[src/rtl/adcdac_2g_pkg.sv]
// Shared constants for the 2 Gsps ADC/DAC UART control link:
// frame opcodes, response bytes and the command responder FSM encoding.
package adcdac_2g_pkg;

  localparam logic [7:0] OP_WRITE = 8'h57;
  localparam logic [7:0] OP_READ  = 8'h52;
  localparam logic [7:0] RSP_WACK = 8'h4B;
  localparam logic [7:0] RSP_BAD  = 8'h3F;
  localparam logic [7:0] RSP_FILL = 8'hFF;

  typedef enum logic [3:0] {
    ST_IDLE    = 4'd0,
    ST_ADDR    = 4'd1,
    ST_DHI     = 4'd2,
    ST_DLO     = 4'd3,
    ST_WR      = 4'd4,
    ST_RD_REQ  = 4'd5,
    ST_RD_WAIT = 4'd6,
    ST_RESP    = 4'd7,
    ST_ERR     = 4'd8
  } state_e;

  // Byte [0] is transmitted first.
  typedef logic [3:0][7:0] resp_buf_t;

  function automatic logic [7:0] sat_inc8(input logic [7:0] v);
    if (v == 8'hFF) begin
      sat_inc8 = v;
    end else begin
      sat_inc8 = v + 8'd1;
    end
  endfunction

endpackage

[src/rtl/adcdac_2g_cmd_responder_if.sv]
// UART byte streams and local register bus of the command responder.
// master = responder side, slave = UART/register-file side.
interface adcdac_2g_cmd_responder_if;
  logic [7:0]  in_data;
  logic        in_val;
  logic [7:0]  out_data;
  logic        out_val;
  logic        out_full;
  logic [7:0]  reg_addr;
  logic [15:0] reg_wdata;
  logic        reg_we;
  logic        reg_re;
  logic [15:0] reg_rdata;
  logic        reg_rvalid;

  modport master (
    input  in_data, in_val, out_full, reg_rdata, reg_rvalid,
    output out_data, out_val, reg_addr, reg_wdata, reg_we, reg_re
  );

  modport slave (
    output in_data, in_val, out_full, reg_rdata, reg_rvalid,
    input  out_data, out_val, reg_addr, reg_wdata, reg_we, reg_re
  );
endinterface

[src/rtl/adcdac_2g_resp_tx.sv]
// Response buffer: holds up to four bytes and writes them to the UART tx
// buffer one per cycle, stalling while the tx buffer reports full.
module adcdac_2g_resp_tx
  import adcdac_2g_pkg::*;
(
  input  logic       fpga_clk,
  input  logic       fpga_rst,
  input  logic       load,
  input  logic [2:0] load_len,
  input  resp_buf_t  load_bytes,
  input  logic       out_full,
  output logic [7:0] out_data,
  output logic       out_val,
  output logic       busy
);

  resp_buf_t  bytes_r;
  logic [2:0] len_r;
  logic [2:0] idx_r;
  logic       active_r;
  logic       out_val_r;
  logic [7:0] out_data_r;

  // Load/emit sequencer; the first byte leaves on the load edge so a
  // response starts the cycle after its data is known.
  always_ff @(posedge fpga_clk) begin
    if (fpga_rst) begin
      bytes_r    <= {8'h00, 8'h00, 8'h00, 8'h00};
      len_r      <= 3'd0;
      idx_r      <= 3'd0;
      active_r   <= 1'b0;
      out_val_r  <= 1'b0;
      out_data_r <= 8'h00;
    end else if (load) begin
      bytes_r <= load_bytes;
      len_r   <= load_len;
      if (!out_full) begin
        out_val_r  <= 1'b1;
        out_data_r <= load_bytes[0];
        idx_r      <= 3'd1;
        active_r   <= (load_len > 3'd1);
      end else begin
        out_val_r <= 1'b0;
        idx_r     <= 3'd0;
        active_r  <= 1'b1;
      end
    end else if (active_r && !out_full) begin
      out_val_r  <= 1'b1;
      out_data_r <= bytes_r[idx_r[1:0]];
      idx_r      <= idx_r + 3'd1;
      active_r   <= ((idx_r + 3'd1) != len_r);
    end else begin
      out_val_r <= 1'b0;
    end
  end

  assign out_data = out_data_r;
  assign out_val  = out_val_r;
  assign busy     = active_r;

endmodule

[src/rtl/adcdac_2g_cmd_responder.sv]
// Board-side command responder: parses read/write frames from the UART rx
// byte stream, drives the local register bus and queues the response bytes.
module adcdac_2g_cmd_responder
  import adcdac_2g_pkg::*;
#(
  parameter logic [31:0] TIMEOUT_CYCLES    = 32'd4_000_000,
  parameter logic [15:0] RD_TIMEOUT_CYCLES = 16'd1024
) (
  input  logic                        fpga_clk,
  input  logic                        fpga_rst,
  adcdac_2g_cmd_responder_if.master   bus,
  output logic                        overrun,
  output logic [7:0]                  err_cnt
);

  state_e      state_r;
  state_e      state_next_s;
  logic [7:0]  hold_data_r;
  logic        hold_valid_r;
  logic        consume_s;
  logic        is_read_r;
  logic [31:0] idle_cnt_r;
  logic        frame_to_s;
  logic [15:0] rd_cnt_r;
  logic        rd_to_s;
  logic [7:0]  reg_addr_r;
  logic [15:0] reg_wdata_r;
  logic        reg_we_r;
  logic        reg_re_r;
  logic        load_s;
  logic [2:0]  load_len_s;
  resp_buf_t   load_bytes_s;
  logic        err_inc_s;
  logic        overrun_r;
  logic [7:0]  err_cnt_r;
  logic        tx_busy_s;
  logic [7:0]  tx_data_s;
  logic        tx_val_s;

  // FSM state register.
  always_ff @(posedge fpga_clk) begin
    if (fpga_rst) begin
      state_r <= ST_IDLE;
    end else begin
      state_r <= state_next_s;
    end
  end

  // Next state, byte consumption, response load and error events.
  always_comb begin
    state_next_s = state_r;
    consume_s    = 1'b0;
    load_s       = 1'b0;
    load_len_s   = 3'd0;
    load_bytes_s = {8'h00, 8'h00, 8'h00, 8'h00};
    err_inc_s    = 1'b0;
    frame_to_s   = (idle_cnt_r == (TIMEOUT_CYCLES - 32'd1));
    rd_to_s      = (rd_cnt_r == (RD_TIMEOUT_CYCLES - 16'd1));
    case (state_r)
      ST_IDLE: begin
        if (hold_valid_r) begin
          consume_s = 1'b1;
          if ((hold_data_r == OP_WRITE) || (hold_data_r == OP_READ)) begin
            state_next_s = ST_ADDR;
          end else begin
            state_next_s = ST_ERR;
          end
        end else begin
          state_next_s = ST_IDLE;
        end
      end
      ST_ADDR, ST_DHI, ST_DLO: begin
        if (hold_valid_r) begin
          consume_s = 1'b1;
          if (state_r == ST_ADDR) begin
            state_next_s = is_read_r ? ST_RD_REQ : ST_DHI;
          end else if (state_r == ST_DHI) begin
            state_next_s = ST_DLO;
          end else begin
            state_next_s = ST_WR;
          end
        end else if (frame_to_s) begin
          state_next_s = ST_IDLE;
          err_inc_s    = 1'b1;
        end else begin
          state_next_s = state_r;
        end
      end
      ST_WR: begin
        load_s          = 1'b1;
        load_len_s      = 3'd1;
        load_bytes_s[0] = RSP_WACK;
        state_next_s    = ST_RESP;
      end
      ST_RD_REQ: begin
        state_next_s = ST_RD_WAIT;
      end
      ST_RD_WAIT: begin
        load_bytes_s[0] = OP_READ;
        load_bytes_s[1] = reg_addr_r;
        load_len_s      = 3'd4;
        if (bus.reg_rvalid) begin
          load_s          = 1'b1;
          load_bytes_s[2] = bus.reg_rdata[15:8];
          load_bytes_s[3] = bus.reg_rdata[7:0];
          state_next_s    = ST_RESP;
        end else if (rd_to_s) begin
          load_s          = 1'b1;
          load_bytes_s[2] = RSP_FILL;
          load_bytes_s[3] = RSP_FILL;
          err_inc_s       = 1'b1;
          state_next_s    = ST_RESP;
        end else begin
          state_next_s = ST_RD_WAIT;
        end
      end
      ST_ERR: begin
        load_s          = 1'b1;
        load_len_s      = 3'd1;
        load_bytes_s[0] = RSP_BAD;
        err_inc_s       = 1'b1;
        state_next_s    = ST_RESP;
      end
      ST_RESP: begin
        if (!tx_busy_s) begin
          state_next_s = ST_IDLE;
        end else begin
          state_next_s = ST_RESP;
        end
      end
      default: begin
        state_next_s = ST_IDLE;
      end
    endcase
  end

  // One-byte input holding register; a byte arriving while it is still
  // occupied and not being consumed is lost and flagged.
  always_ff @(posedge fpga_clk) begin
    if (fpga_rst) begin
      hold_data_r  <= 8'h00;
      hold_valid_r <= 1'b0;
      overrun_r    <= 1'b0;
    end else if (bus.in_val) begin
      if (!hold_valid_r || consume_s) begin
        hold_data_r  <= bus.in_data;
        hold_valid_r <= 1'b1;
      end else begin
        overrun_r <= 1'b1;
      end
    end else if (consume_s) begin
      hold_valid_r <= 1'b0;
    end
  end

  // Inter-byte and read-data timeout counters.
  always_ff @(posedge fpga_clk) begin
    if (fpga_rst) begin
      idle_cnt_r <= 32'd0;
      rd_cnt_r   <= 16'd0;
    end else begin
      if (consume_s || !((state_r == ST_ADDR) || (state_r == ST_DHI) || (state_r == ST_DLO))) begin
        idle_cnt_r <= 32'd0;
      end else begin
        idle_cnt_r <= idle_cnt_r + 32'd1;
      end
      if (state_r != ST_RD_WAIT) begin
        rd_cnt_r <= 16'd0;
      end else begin
        rd_cnt_r <= rd_cnt_r + 16'd1;
      end
    end
  end

  // Frame fields; address and write data persist until the next frame.
  always_ff @(posedge fpga_clk) begin
    if (fpga_rst) begin
      is_read_r   <= 1'b0;
      reg_addr_r  <= 8'h00;
      reg_wdata_r <= 16'h0000;
    end else if (consume_s) begin
      case (state_r)
        ST_IDLE: is_read_r          <= (hold_data_r == OP_READ);
        ST_ADDR: reg_addr_r         <= hold_data_r;
        ST_DHI:  reg_wdata_r[15:8]  <= hold_data_r;
        ST_DLO:  reg_wdata_r[7:0]   <= hold_data_r;
        default: is_read_r          <= is_read_r;
      endcase
    end
  end

  // Registered bus strobes and the saturating error counter.
  always_ff @(posedge fpga_clk) begin
    if (fpga_rst) begin
      reg_we_r  <= 1'b0;
      reg_re_r  <= 1'b0;
      err_cnt_r <= 8'h00;
    end else begin
      reg_we_r <= (state_next_s == ST_WR);
      reg_re_r <= (state_next_s == ST_RD_REQ);
      if (err_inc_s) begin
        err_cnt_r <= sat_inc8(err_cnt_r);
      end
    end
  end

  adcdac_2g_resp_tx u_resp_tx (
    .fpga_clk   (fpga_clk),
    .fpga_rst   (fpga_rst),
    .load       (load_s),
    .load_len   (load_len_s),
    .load_bytes (load_bytes_s),
    .out_full   (bus.out_full),
    .out_data   (tx_data_s),
    .out_val    (tx_val_s),
    .busy       (tx_busy_s)
  );

  assign bus.out_data  = tx_data_s;
  assign bus.out_val   = tx_val_s;
  assign bus.reg_addr  = reg_addr_r;
  assign bus.reg_wdata = reg_wdata_r;
  assign bus.reg_we    = reg_we_r;
  assign bus.reg_re    = reg_re_r;
  assign overrun       = overrun_r;
  assign err_cnt       = err_cnt_r;

endmodule

[src/flat_wrapper.sv]
// flat-port wrapper written by rule: the top's interface ports become plain ports
module adcdac_2g_cmd_responder_flat import adcdac_2g_pkg::*;
#(
  parameter logic [31:0] TIMEOUT_CYCLES    = 32'd4_000_000,
  parameter logic [15:0] RD_TIMEOUT_CYCLES = 16'd1024
)
  (fpga_clk, fpga_rst, overrun, err_cnt, bus_in_data, bus_in_val, bus_out_full, bus_reg_rdata, bus_reg_rvalid, bus_out_data, bus_out_val, bus_reg_addr, bus_reg_wdata, bus_reg_we, bus_reg_re);
  adcdac_2g_cmd_responder_if bus_i ();
  input  logic fpga_clk;
  input  logic fpga_rst;
  output logic overrun;
  output logic [7:0] err_cnt;
  input wire logic [$bits(bus_i.in_data)-1:0] bus_in_data;
  input wire logic [$bits(bus_i.in_val)-1:0] bus_in_val;
  input wire logic [$bits(bus_i.out_full)-1:0] bus_out_full;
  input wire logic [$bits(bus_i.reg_rdata)-1:0] bus_reg_rdata;
  input wire logic [$bits(bus_i.reg_rvalid)-1:0] bus_reg_rvalid;
  output wire logic [$bits(bus_i.out_data)-1:0] bus_out_data;
  output wire logic [$bits(bus_i.out_val)-1:0] bus_out_val;
  output wire logic [$bits(bus_i.reg_addr)-1:0] bus_reg_addr;
  output wire logic [$bits(bus_i.reg_wdata)-1:0] bus_reg_wdata;
  output wire logic [$bits(bus_i.reg_we)-1:0] bus_reg_we;
  output wire logic [$bits(bus_i.reg_re)-1:0] bus_reg_re;
  assign bus_i.in_data = bus_in_data;
  assign bus_i.in_val = bus_in_val;
  assign bus_i.out_full = bus_out_full;
  assign bus_i.reg_rdata = bus_reg_rdata;
  assign bus_i.reg_rvalid = bus_reg_rvalid;
  assign bus_out_data = bus_i.out_data;
  assign bus_out_val = bus_i.out_val;
  assign bus_reg_addr = bus_i.reg_addr;
  assign bus_reg_wdata = bus_i.reg_wdata;
  assign bus_reg_we = bus_i.reg_we;
  assign bus_reg_re = bus_i.reg_re;
  adcdac_2g_cmd_responder #(.TIMEOUT_CYCLES(TIMEOUT_CYCLES), .RD_TIMEOUT_CYCLES(RD_TIMEOUT_CYCLES)) u_core (.fpga_clk(fpga_clk), .fpga_rst(fpga_rst), .bus(bus_i), .overrun(overrun), .err_cnt(err_cnt));
endmodule
[config.mk]
export PLATFORM = sky130hd
export DESIGN_NAME = adcdac_2g_cmd_responder_flat
export DESIGN_NICKNAME = d
export VERILOG_FILES = /design/src/rtl/adcdac_2g_pkg.sv /design/src/rtl/adcdac_2g_cmd_responder_if.sv /design/src/rtl/adcdac_2g_resp_tx.sv /design/src/rtl/adcdac_2g_cmd_responder.sv /design/src/flat_wrapper.sv
export SDC_FILE = /design/constraint.sdc
export NUM_CORES = 1
export LEC_CHECK = 0
export ABC_AREA = 1
export CAP_MARGIN = 20
export CORE_ASPECT_RATIO = 0.9
export CORE_MARGIN = 8
export CORE_UTILIZATION = 40
export CTS_CLUSTER_SIZE = 12
export DETAILED_ROUTE_END_ITERATION = 8
export DONT_BUFFER_PORTS = 1
export PLACE_DENSITY = 0.6
export SLEW_MARGIN = 20
export SYNTH_ARGS = -nofsm -noshare
export SYNTH_HDL_FRONTEND = slang
export SYNTH_SLANG_ARGS = --single-unit
[constraint.sdc]
create_clock -name fpga_clk -period 4.95 [get_ports fpga_clk]
set_input_delay 0.99 -clock fpga_clk [delete_from_list [all_inputs] [get_ports fpga_clk]]
set_output_delay 0.99 -clock fpga_clk [all_outputs]
set_load 0.03 [all_outputs]
# --- Yosys cells after proc, flatten, opt, wreduce, memory -nomap -nowiden ---
# Cells that the tools add are included.
op_classes:
  addsub: 4
  magnitude_cmp: 2
  n_eq_ne: 19
  muxes: 42
  bitwise_logic: 2
  reduce_logical: 26
ops:
  columns: ["op", "n"]
  rows:
  - ["32-bit by 1-bit adder with 32-bit output, second input constant", 1]
  - ["32-bit by 22-bit equality test with 1-bit output, second input constant", 1]
  - ["16-bit 2-to-1 mux", 2]
  - ["8-bit 2-to-1 mux", 4]
  - ["4-bit by 3-bit equality test with 1-bit output, second input constant", 6]
  - ["24-bit 2-to-1 mux", 1]
  - ["4-bit one-hot mux with 6 select lines", 1]
  - ["7-bit one-hot mux with 3 select lines", 1]
  - ["4-bit 2-to-1 mux", 5]
  - ["1-bit 2-to-1 mux", 19]
  - ["2-bit AND reduction", 9]
  - ["16-bit by 1-bit adder with 16-bit output, second input constant", 1]
  - ["8-bit binary-select mux with 2-bit select", 1]
  - ["16-bit by 10-bit equality test with 1-bit output, second input constant", 1]
  - ["8-bit by 7-bit equality test with 1-bit output, second input constant", 2]
  - ["3-bit 2-to-1 mux", 5]
  - ["8-bit by 1-bit adder with 8-bit output, second input constant", 1]
  - ["4-bit by 2-bit equality test with 1-bit output, second input constant", 2]
  - ["8-bit equality test, second input constant", 1]
  - ["3-bit one-hot mux with 2 select lines", 1]
  - ["2-bit OR reduction", 3]
  - ["1-bit logical OR", 5]
  - ["4-bit by 1-bit equality test with 1-bit output, second input constant", 1]
  - ["4-bit equality test, second input constant", 1]
  - ["16 further kinds", 20]
word_totals:
  regBits: 145
  in_bits: 29
  output_inout_bits: 44
  word_cells: 117

# --- Logic depth before layout (Yosys ltp) ---
# Gate-level depths: netlist of the first run.
depth:
  ltp_word: 6
  ltp_mapped: 14
  ltp_nobuf: 13

# --- By module ---
# From an unflattened synthesis of the first run, not the netlist that was laid out.
hier_totals:
  cells_unflattened: 988
  hier_area_um2: 6831.6
by_module_without_submodules:
  columns: ["mod", "instances", "cells_per_inst", "area_per_inst_um2", "seq_area_each_um2"]
  rows:
  - ["adcdac_2g_cmd_responder", 1, 695, 4750.8, 1941.9]
  - ["adcdac_2g_resp_tx", 1, 293, 2080.7, 960.9]

# --- Least setup slack after synthesis of the first run ---
# Ideal clock, no wire load.
synth_timing:
  path_kind: "input to register"
  from: "input port bus_reg_rvalid"
  to: "register u_core.u_resp_tx.bytes_r[18] in the netlist's numbering"
  setup_ns: 0.070
  arrival_ns: 1.824
  required_time_ns: 4.880
  setup_slack_ns: 3.056
  stages: 6
  n_path_buf: 1
  cell_sequence: "clkinv_1 > nand2_4 > nand2_4 > buf_6 > or2_0 > a21oi_1"
synth_via:
  elab_chain_cells: 2
  word_cells_on_any_way: 4
  classes_between: "mux (4)"
synth_rtl:
  columns: ["element", "line", "source"]
  rows:
  - ["start, declared", "flat_wrapper.sv:17", "input wire logic [$bits(bus_i.reg_rvalid)-1:0] bus_reg_rvalid;"]
  - ["1-bit 2-to-1 mux / 16-bit 2-to-1 mux (equally long branches)", "adcdac_2g_cmd_responder.sv:102", "if (bus.reg_rvalid) begin"]
  - ["1-bit one-hot mux with 2 select lines / 24-bit 2-to-1 mux (equally long branches)", "adcdac_2g_cmd_responder.sv:59", "case (state_r)"]
  - ["end signal, assigned", "adcdac_2g_resp_tx.sv:28", "bytes_r <= {8'h00, 8'h00, 8'h00, 8'h00};"]
  - ["end signal, assigned", "adcdac_2g_resp_tx.sv:35", "bytes_r <= load_bytes;"]
  - ["end, declared", "adcdac_2g_resp_tx.sv:17", "resp_buf_t bytes_r;"]
# Several ways; a longest one is shown, not always the timed one.
# A chain may end at the register's enable or synchronous reset.

# --- Final worst setup path of the first run ---
layout_timing:
  from: "input port bus_reg_rvalid"
  to: "register u_core.u_resp_tx.out_data_r[2], in the netlist u_core.u_resp_tx.out_data[2]"
layout_via:
  elab_chain_cells: 4
  word_cells_on_any_way: 6
  classes_between: "eq/ne (1); mux (3); reduce/logical (2)"
layout_rtl:
  columns: ["element", "line", "source"]
  rows:
  - ["1-bit 2-to-1 mux *", "adcdac_2g_cmd_responder.sv:102", null]
  - ["1-bit one-hot mux with 2 select lines *", "adcdac_2g_cmd_responder.sv:59", null]
  - ["2-bit inequality test (no line) / 2-bit nonzero test (equally long branches)", null, null]
  - ["2-bit AND reduction (no line)", null, null]
  - ["end signal, assigned", "adcdac_2g_resp_tx.sv:39", "out_data_r <= load_bytes[0];"]
  - ["end signal, assigned", "adcdac_2g_resp_tx.sv:49", "out_data_r <= bytes_r[idx_r[1:0]];"]
  - ["end, declared", "adcdac_2g_resp_tx.sv:22", "logic [7:0] out_data_r;"]
# Every way passes the cells marked *; elsewhere a longest branch is shown, timed or not.

==> impl_metrics.tcl, run 1 <==
set metrics [dict create \
    route.detailed.drc 0 \
    slew_headroom_pct 54.4 \
    synth_cell_types 42 \
    grt_most_used_layer "met1" \
    cts_tree "done" \
    cp-start-kind "primary input" \
    worstSetupPathType "in -> reg" \
    p_int_mw 2.16 \
    vias 5782 \
    grt_use_met2_pct 22.8 \
    fmax_mhz 411 \
    grt_max_degree 58 \
    hold_class "reg -> reg" \
    crit_fanout 45 \
    clkPwrFrac_pct 42.4 \
    p_comb_share_pct 14.5 \
    slew_viol_final 0 \
    register_area_mm2 0.00280 \
    clkTransAtPathRegs_ps 60 \
    whs_ps 446 \
    cts-resized-gates 0 \
    synthCells 922 \
    clock_skew_ps 9.88 \
    grt.total_usage_pct 16.7 \
    synth_area_mm2 0.00650 \
    cp.required_ps 5310 \
    grt_pass1_vias 5329 \
    peakVddDrop_v 0.000310 \
    cts_setup_buffers 0 \
    drt-total-wl_um 16700 \
    antenna_found_initial 0 \
    placed_cells 1100 \
    end_kind "flop" \
    p_total_mw 3.13 \
    nNetsFinal 945 \
    cts_sinks 140 \
    post-dp-hpwl_um 11900 \
    holdBufCountCts 0 \
    worstPathArrival_ps 2800 \
    clockBufferDepth 2 \
    period_needed_ps 2430 \
    diodes 0 \
    grt.met1_usage_pct 23.2 \
    synth_top_area_cell "dfxtp_1" \
    async_reset_ff_share_pct 0 \
    ys_seq_area_share_pct 43.1 \
    yosysWarnings 0 \
    overflow 0 \
    die_x_um 150 \
    maxCapViolations 0 \
    netlist.area_leader.share_pct 43.1 \
    htreeDepth 4 \
    fillers 1629 \
    first_iter_violations 499 \
    wire_per_inst_um 14.8 \
    grt_pass1_wl_um 27300 \
    fp.dieArea_mm2 0.0206 \
    die-height_um 137 \
    p_leak_nw 2.64 \
    drive_gt1_share_pct 7.35 \
    p_sw_share_pct 31.0 \
    synthTopCellsByArea "dfxtp_1, nor2_1, nand2_1, a21oi_1, nand3_1" \
    portBuffers 0 \
    num_rows 44 \
    synth-seq-cells 140 \
    core_area_mm2 0.0160 \
    status "finished, final reports clean" \
    power_frac_seq_pct 43.1 \
    yosys_most_used_dff "dfxtp_1" \
    firstDrtPassIters 5 \
    synth_common_cells "dfxtp_1, nor2_1, nand2_1" \
    switching_power_mw 0.972 \
    setup_tns_ps 0 \
    syn-num-nets 955 \
    grt_use_met3_pct 6.74 \
    pin_count 73 \
    synth_edf_count 0 \
    post_synth.cell_area_avg_um2 7.06 \
    initial_core_util_pct 40.6 \
    multi_input_area_mm2 0.00314 \
    routed_via_density 5.11 \
    rsz0062_at_grt "false" \
    powerDensity_mw_per_mm2 432 \
    fin_crit_sh_pct 49.1 \
    cts_buffers 17 \
    synthToLayoutAreaGrowth_pct 11.4 \
    hold_viol_final 0 \
    gp_congestion 0.889 \
    tightest_slew_ps 681 \
    clockRootBuffer "clkbuf_16" \
    clk_latency_ps 430 \
    ant_nets 0 \
    finalSetupViolations 0 \
    fin_cells 1132 \
]
## path summary, 6_finish.rpt
path / from / to / slack (ps) / cells after the start
worst max-delay path: bus_reg_rvalid / u_core.u_resp_tx.out_data[2]$_SDFFE_PP0P_ / 2520 / 8
worst min-delay path: u_core.rd_cnt_r[0]$_SDFF_PP0_ / u_core.rd_cnt_r[0]$_SDFF_PP0_ / 450 / 1
worst max register to register: u_core.rd_cnt_r[0]$_SDFF_PP0_ / u_core.u_resp_tx.out_data[2]$_SDFFE_PP0P_ / 2720 / 13
worst min register to register: u_core.rd_cnt_r[0]$_SDFF_PP0_ / u_core.rd_cnt_r[0]$_SDFF_PP0_ / 450 / 1
## cell families after synthesis
family	count (synthesis)	share of synthesized area, %
compound gates	183	15.1
xor+xnor	15	2.02
fa+ha+maj	4	0.769
buf+inv	141	8.66
flops	140	43.1
simple gates	439	30.4
## state kept, by name, summed over array words and instances (netlist names), 3 cells and up
name / cells
u_core.rd_cnt_r: 16
u_core.u_resp_tx.bytes_r: 29
u_core.idle_cnt_r: 32
u_core.state_r: 4
u_core.u_resp_tx.idx_r: 3
u_core.u_resp_tx.out_data: 8
u_core.hold_data_r: 8
u_core.bus.reg_addr: 8
u_core.err_cnt: 8
u_core.bus.reg_wdata: 16
## stage by stage
stage / instance area [µm²] / util (%) / worst slack [ps]
floorplan: 6500 / - / 3060
global placement: 6630 / 41.4 / 2120
detailed placement: 6630 / 41.4 / 2080
CTS: 7250 / 45.2 / 2520
global route: 7250 / 45.2 / 2310
finish: 7250 / 45.2 / 2520
## routing by layer
layer | wire length, µm | vias to the layer above
met5 | 0 | -
met4 | 203 | 0
met3 | 1390 | 13
met2 | 6860 | 134
met1 | 8250 | 2631
li1 | - | 3004
## cell type report
cell class / count / area share (%)
clock buffers: 19 / 6.25
clock inverters: 13 / 2.28
inverters: 110 / 5.70
multi-input cells: 641 / 43.3
flip-flops and latches: 140 / 38.7
well taps: 207 / 3.57
repair buffers: 2 / 0.207
## worst max-delay path: stages
cell	delay, ps
clkinv_1	410
nand2_4	380
nand2_4	310
nand2_4	270
nand2_2	160
nand3_1	100
nand2_1	50
nor2_1	90
## cell usage in the layout (no fill, tap or decap), types with 5 or more instances in the layout
master	netlist	routed
clkbuf_16	0	17
or2_2	5	5
nand2_2	5	5
o22ai_1	10	10
inv_2	7	7
nand4_1	9	9
o21ai_0	58	58
nor2_1	140	140
xor2_1	10	10
nand3_1	85	85
a21oi_1	95	95
inv_1	100	100
nand2_1	139	139
nor3_1	29	29
xnor2_1	5	5
o211ai_1	8	8
dfxtp_1	140	140
## power groups by stage
stage               Sequential, mW  Clock (mW)  Combinational (mW)
global placement              1.37           0               0.449
CTS                           1.35        1.36               0.452
global route                  1.36        1.40               0.522
detailed placement            1.37           0               0.449
finish                        1.35        1.33               0.453
floorplan                     1.34           0               0.393
(Power assumes the default switching activity.)
==> inputs of run 2 (changes only) <==
==> constraint.sdc (replaced) <==
create_clock -name fpga_clk -period 2.5 [get_ports fpga_clk]
set_input_delay 0.5 -clock fpga_clk [delete_from_list [all_inputs] [get_ports fpga_clk]]
set_output_delay 0.5 -clock fpga_clk [all_outputs]
set_load 0.03 [all_outputs]
==> impl_metrics.tcl, run 2 (synthesis gave the netlist of run 1 again) <==
set metrics [dict create \
    status "finished, final reports clean" \
    vias 5797 \
    cts_tree "done" \
    gp_congestion 0.817 \
    hp-start "fpga_rst" \
    cts_setup_buffers 0 \
    crit_fanout 38 \
    routed_via_density 5.07 \
    registers.top_by_ff_count "u_core.idle_cnt_r" \
    rsz0062_at_grt "false" \
    hold_viol_final 0 \
    pin_count 73 \
    first_iter_violations 450 \
    cp.required_ps 2860 \
    period_needed_ps 2110 \
    fp.dieArea_mm2 0.0206 \
    crit_path_start "u_core.rd_cnt_r[0]$_SDFF_PP0_" \
    num_rows 44 \
    slew_headroom_pct 69.1 \
    whs_ps 163 \
    htreeDepth 4 \
    tightest_slew_ps 463 \
    clkTransAtPathRegs_ps 60 \
    final_cell_mix "nor2_1, dfxtp_1, nand2_1" \
    largestRegisters "u_core.idle_cnt_r (32), u_core.u_resp_tx.bytes_r (29)" \
    initial_core_util_pct 40.6 \
    die_x_um 150 \
    reg2reg_from "u_core.rd_cnt_r[0]$_SDFF_PP0_" \
    clkPwrFrac_pct 42.6 \
    holdBufCountCts 0 \
    fmax_mhz 474 \
    fin_cells 1144 \
    synthToLayoutAreaGrowth_pct 12.9 \
    diodes 0 \
    post-dp-hpwl_um 11900 \
    peakVddDrop_v 0.000503 \
    route.detailed.drc 0 \
    finalSetupViolations 0 \
    worstPathArrival_ps 2470 \
    switching_power_mw 1.87 \
    maxCapViolations 0 \
    worstSetupPathType "reg -> reg" \
    hold_class "in -> reg" \
    multi_input_area_mm2 0.00314 \
    power_frac_seq_pct 42.0 \
    die-height_um 137 \
    nNetsFinal 957 \
    fillers 1640 \
    clk_latency_ps 430 \
    fin_crit_sh_pct 84.5 \
    clock_skew_ps 15.0 \
    clockRootBuffer "clkbuf_16" \
    p_int_mw 4.40 \
    p_leak_nw 2.72 \
    drt-total-wl_um 16600 \
    placed_cells 1112 \
    grt_pass1_vias 5382 \
    firstDrtPassIters 5 \
    grt_pass1_wl_um 27300 \
    drive_gt1_share_pct 8.22 \
    antenna_found_initial 0 \
    overflow 0 \
    cts_buffers 17 \
    slew_viol_final 0 \
    ant_nets 0 \
    cts-resized-gates 0 \
    largest_register_ffs 32 \
    p_comb_share_pct 15.4 \
    grt_max_degree 58 \
    end_kind "flop" \
    clockBufferDepth 2 \
    core_area_mm2 0.0160 \
    p_sw_share_pct 29.8 \
    portBuffers 0 \
    powerDensity_mw_per_mm2 853 \
    cp-start-kind "flop" \
    cts_sinks 140 \
    grt.total_usage_pct 16.6 \
    register_area_mm2 0.00280 \
    wire_per_inst_um 14.5 \
    setup_tns_ps 0 \
    fin_util_pct 45.9 \
]
run 2: cell types whose count changed in the layout (fill, tap and decap cells not counted):
| cell | change |
|---|---|
| buf_4 | +12 |
| clkinv_4 | +1 |
| clkbuf_1 | +3 |
| bufinv_16 | +1 |
| inv_6 | -2 |
| clkinvlp_4 | -3 |
run 2: cell type report:
type                    instances  share of cell area [%]
clock buffers                  22                    6.32
clock inverters                10                    2.23
inverters                     110                    5.62
multi-input cells             641                    42.7
flip-flops and latches        140                    38.1
well taps                     207                    3.53
repair buffers                 14                    1.43
run 2: worst max-delay path, cell delays in order, from the launching register on:
cell	delay, ps
dfxtp_1	320
ha_1	210
nand2_1	100
inv_2	50
nand2_2	100
nor2_4	60
nand2_2	80
nand2_4	110
nand2_4	330
nand2_4	200
o21bai_2	320
nor2_1	80
nor2_1	100
run 2: path summary, 6_finish.rpt:
kind | cells after the start | end | slack, ps
max | 12 | u_core.u_resp_tx.out_data[0]$_SDFFE_PP0P_ | 390
max reg2reg | 12 | u_core.u_resp_tx.out_data[0]$_SDFFE_PP0P_ | 390
min | 1 | u_core.u_resp_tx.bytes_r[6]$_SDFFE_PP0P_ | 160
min reg2reg | 1 | u_core.rd_cnt_r[0]$_SDFF_PP0_ | 440
run 2: layer usage:
metal / GRT usage [%] / part of all wire (%)
met1: 22.8 / 51
met2: 22.9 / 40
met3: 6.94 / 7.3
met4: 4.83 / 1.2
met5: 0 / 0
run 2: power by group through the flow:
stage	Clock, mW	Sequential [mW]	Combinational [mW]
finish	2.67	2.63	0.966
global route	2.83	2.65	1.10
CTS	2.73	2.63	0.968
detailed placement	0	2.68	0.960
global placement	0	2.68	0.961
floorplan	0	2.64	0.779
run 2: per-stage QoR:
stage	instance area [µm²]	power, mW	setup WS (ps)
after floorplan	6500	3.42	751
after global placement	6720	3.64	432
after detailed placement	6720	3.64	387
after CTS	7350	6.33	374
after global routing	7350	6.59	160
final	7350	6.27	389
==> inputs of run 3 (changes only) <==
==> constraint.sdc (replaced) <==
create_clock -name fpga_clk -period 2.1 [get_ports fpga_clk]
set_input_delay 0.42 -clock fpga_clk [delete_from_list [all_inputs] [get_ports fpga_clk]]
set_output_delay 0.42 -clock fpga_clk [all_outputs]
set_load 0.03 [all_outputs]
==> impl_metrics.tcl, run 3 (synthesis gave the netlist of run 1 again) <==
set metrics [dict create \
    fin_crit_sh_pct 90.4 \
    rsz0062_at_grt "false" \
    cp.required_ps 2460 \
    die_x_um 150 \
    cts_tree "done" \
    cts_sinks 140 \
    cp-start-kind "flop" \
    status "finished, final reports clean" \
    diodes 0 \
    crit_fanout 20 \
    hold_viol_final 0 \
    cts_buffers 17 \
    whs_path_depth 1 \
    r2r_cells 11 \
    p_leak_nw 2.77 \
    nNetsFinal 968 \
    grt_pass1_wl_um 26600 \
    clockBufferDepth 2 \
    cts-resized-gates 0 \
    slew_headroom_pct 67.8 \
    ant_nets 0 \
    fp.dieArea_mm2 0.0206 \
    preCtsSetupSlack_ps 199 \
    routed_via_density 5.06 \
    grt.total_usage_pct 16.3 \
    clockRootBuffer "clkbuf_16" \
    post-dp-hpwl_um 11900 \
    worstSetupPathType "reg -> reg" \
    reg2reg_from "u_core.rd_cnt_r[0]$_SDFF_PP0_" \
    finalSetupViolations 0 \
    setup_tns_ps 0 \
    powerDensity_mw_per_mm2 991 \
    synthToLayoutAreaGrowth_pct 14.2 \
    clock_skew_ps 11.3 \
    period_needed_ps 1900 \
    largestRegisters "u_core.idle_cnt_r (32), u_core.u_resp_tx.bytes_r (29)" \
    clk_latency_ps 420 \
    rrSetupSlack_ps 200 \
    overflow 0 \
    core_area_mm2 0.0160 \
    num_rows 44 \
    clkTransAtPathRegs_ps 60 \
    die-height_um 137 \
    vias 5845 \
    cts_setup_buffers 0 \
    end_kind "flop" \
    drive_gt1_share_pct 9.60 \
    final_cell_mix "dfxtp_1, nand2_1, nor2_1" \
    grt_pass1_vias 5337 \
    grt_max_degree 58 \
    fmax_mhz 527 \
    crit_path_end "u_core.u_resp_tx.bytes_r[25]$_SDFFE_PP0P_" \
    maxCapViolations 0 \
    portBuffers 0 \
    hold_class "in -> reg" \
    worstPathArrival_ps 2250 \
    largest_register_ffs 32 \
    registers.top_by_ff_count "u_core.idle_cnt_r" \
    holdBufCountCts 0 \
    initial_core_util_pct 40.6 \
    r2r_end "u_core.u_resp_tx.bytes_r[25]$_SDFFE_PP0P_" \
    antenna_found_initial 0 \
    route.detailed.drc 0 \
    peakVddDrop_v 0.000653 \
    wire_per_inst_um 14.2 \
    gp_congestion 0.901 \
    drt-total-wl_um 16500 \
    first_iter_violations 335 \
    crit_path_start "u_core.rd_cnt_r[0]$_SDFF_PP0_" \
    slew_viol_final 0 \
    tightest_slew_ps 483 \
    htreeDepth 4 \
    firstDrtPassIters 6 \
    pin_count 73 \
    worst_slack_ps 202 \
    layout_commonest_cell "dfxtp_1" \
]
## run 3: cell count changes in the layout (fill, tap and decap cells not counted), sizes merged
cell and change:
buf +11, bufinv -2, clkbuf +1, clkinv -1, clkinvlp +1, inv +1
## run 3: power breakdown
part / internal (mW) / switching (mW)
clock: 1.91 / 1.14
sequential: 2.83 / 0.309
combinational: 0.384 / 0.796
## run 3: per-layer routing
layer | track usage (%) | up-vias | routed length [µm]
met3 | 6.18 | 16 | 1460
met4 | 6.32 | 0 | 261
met5 | 0 | - | 0
met2 | 22.7 | 151 | 6740
met1 | 22.2 | 2625 | 7990
li1 | - | 3053 | -
## run 3: worst min-delay path by stage
stage,endpoint,start
floorplan,u_core.rd_cnt_r[0]$_SDFF_PP0_,u_core.rd_cnt_r[0]$_SDFF_PP0_
global placement,u_core.rd_cnt_r[0]$_SDFF_PP0_,u_core.rd_cnt_r[0]$_SDFF_PP0_
detailed placement,u_core.rd_cnt_r[0]$_SDFF_PP0_,u_core.rd_cnt_r[0]$_SDFF_PP0_
CTS,u_core.u_resp_tx.bytes_r[4]$_SDFFE_PP0P_,fpga_rst
global route,u_core.u_resp_tx.bytes_r[4]$_SDFFE_PP0P_,fpga_rst
finish,u_core.state_r[0]$_SDFF_PP0_,fpga_rst
## run 3: worst max-delay path, cell delays in order, from the launching register on
cell     delay, ps
dfxtp_1        350
ha_1           180
nand2_1         80
inv_2           70
nand2_2         70
nor2_4         150
nand2_2         80
nand2_4         70
nand2_4        170
buf_4          220
or2_2          270
a21oi_1        120
## run 3: cell type report
type	count	area (µm²)
inverter	110	413
fill	1616	8590
sequential	140	2800
timing repair buffer	25	200
multi-input combinational	641	3150
clock buffer	23	498
clock inverter	9	108
tap	207	259
## run 3: metrics by stage
step / cell area [µm²] / utilization, % / hold WS, ps / std cells / power, mW
2_1_floorplan: 6500 / - / 418 / 922 / 4.08
3_3_place_gp: 6810 / 42.5 / 433 / 1123 / 4.35
3_5_place_dp: 6810 / 42.5 / 443 / 1123 / 4.35
4_1_cts: 7420 / 46.3 / 63.3 / 1155 / 7.41
5_1_grt: 7430 / 46.4 / 51.7 / 1155 / 7.74
6_report: 7430 / 46.4 / 82.8 / 1155 / 7.36
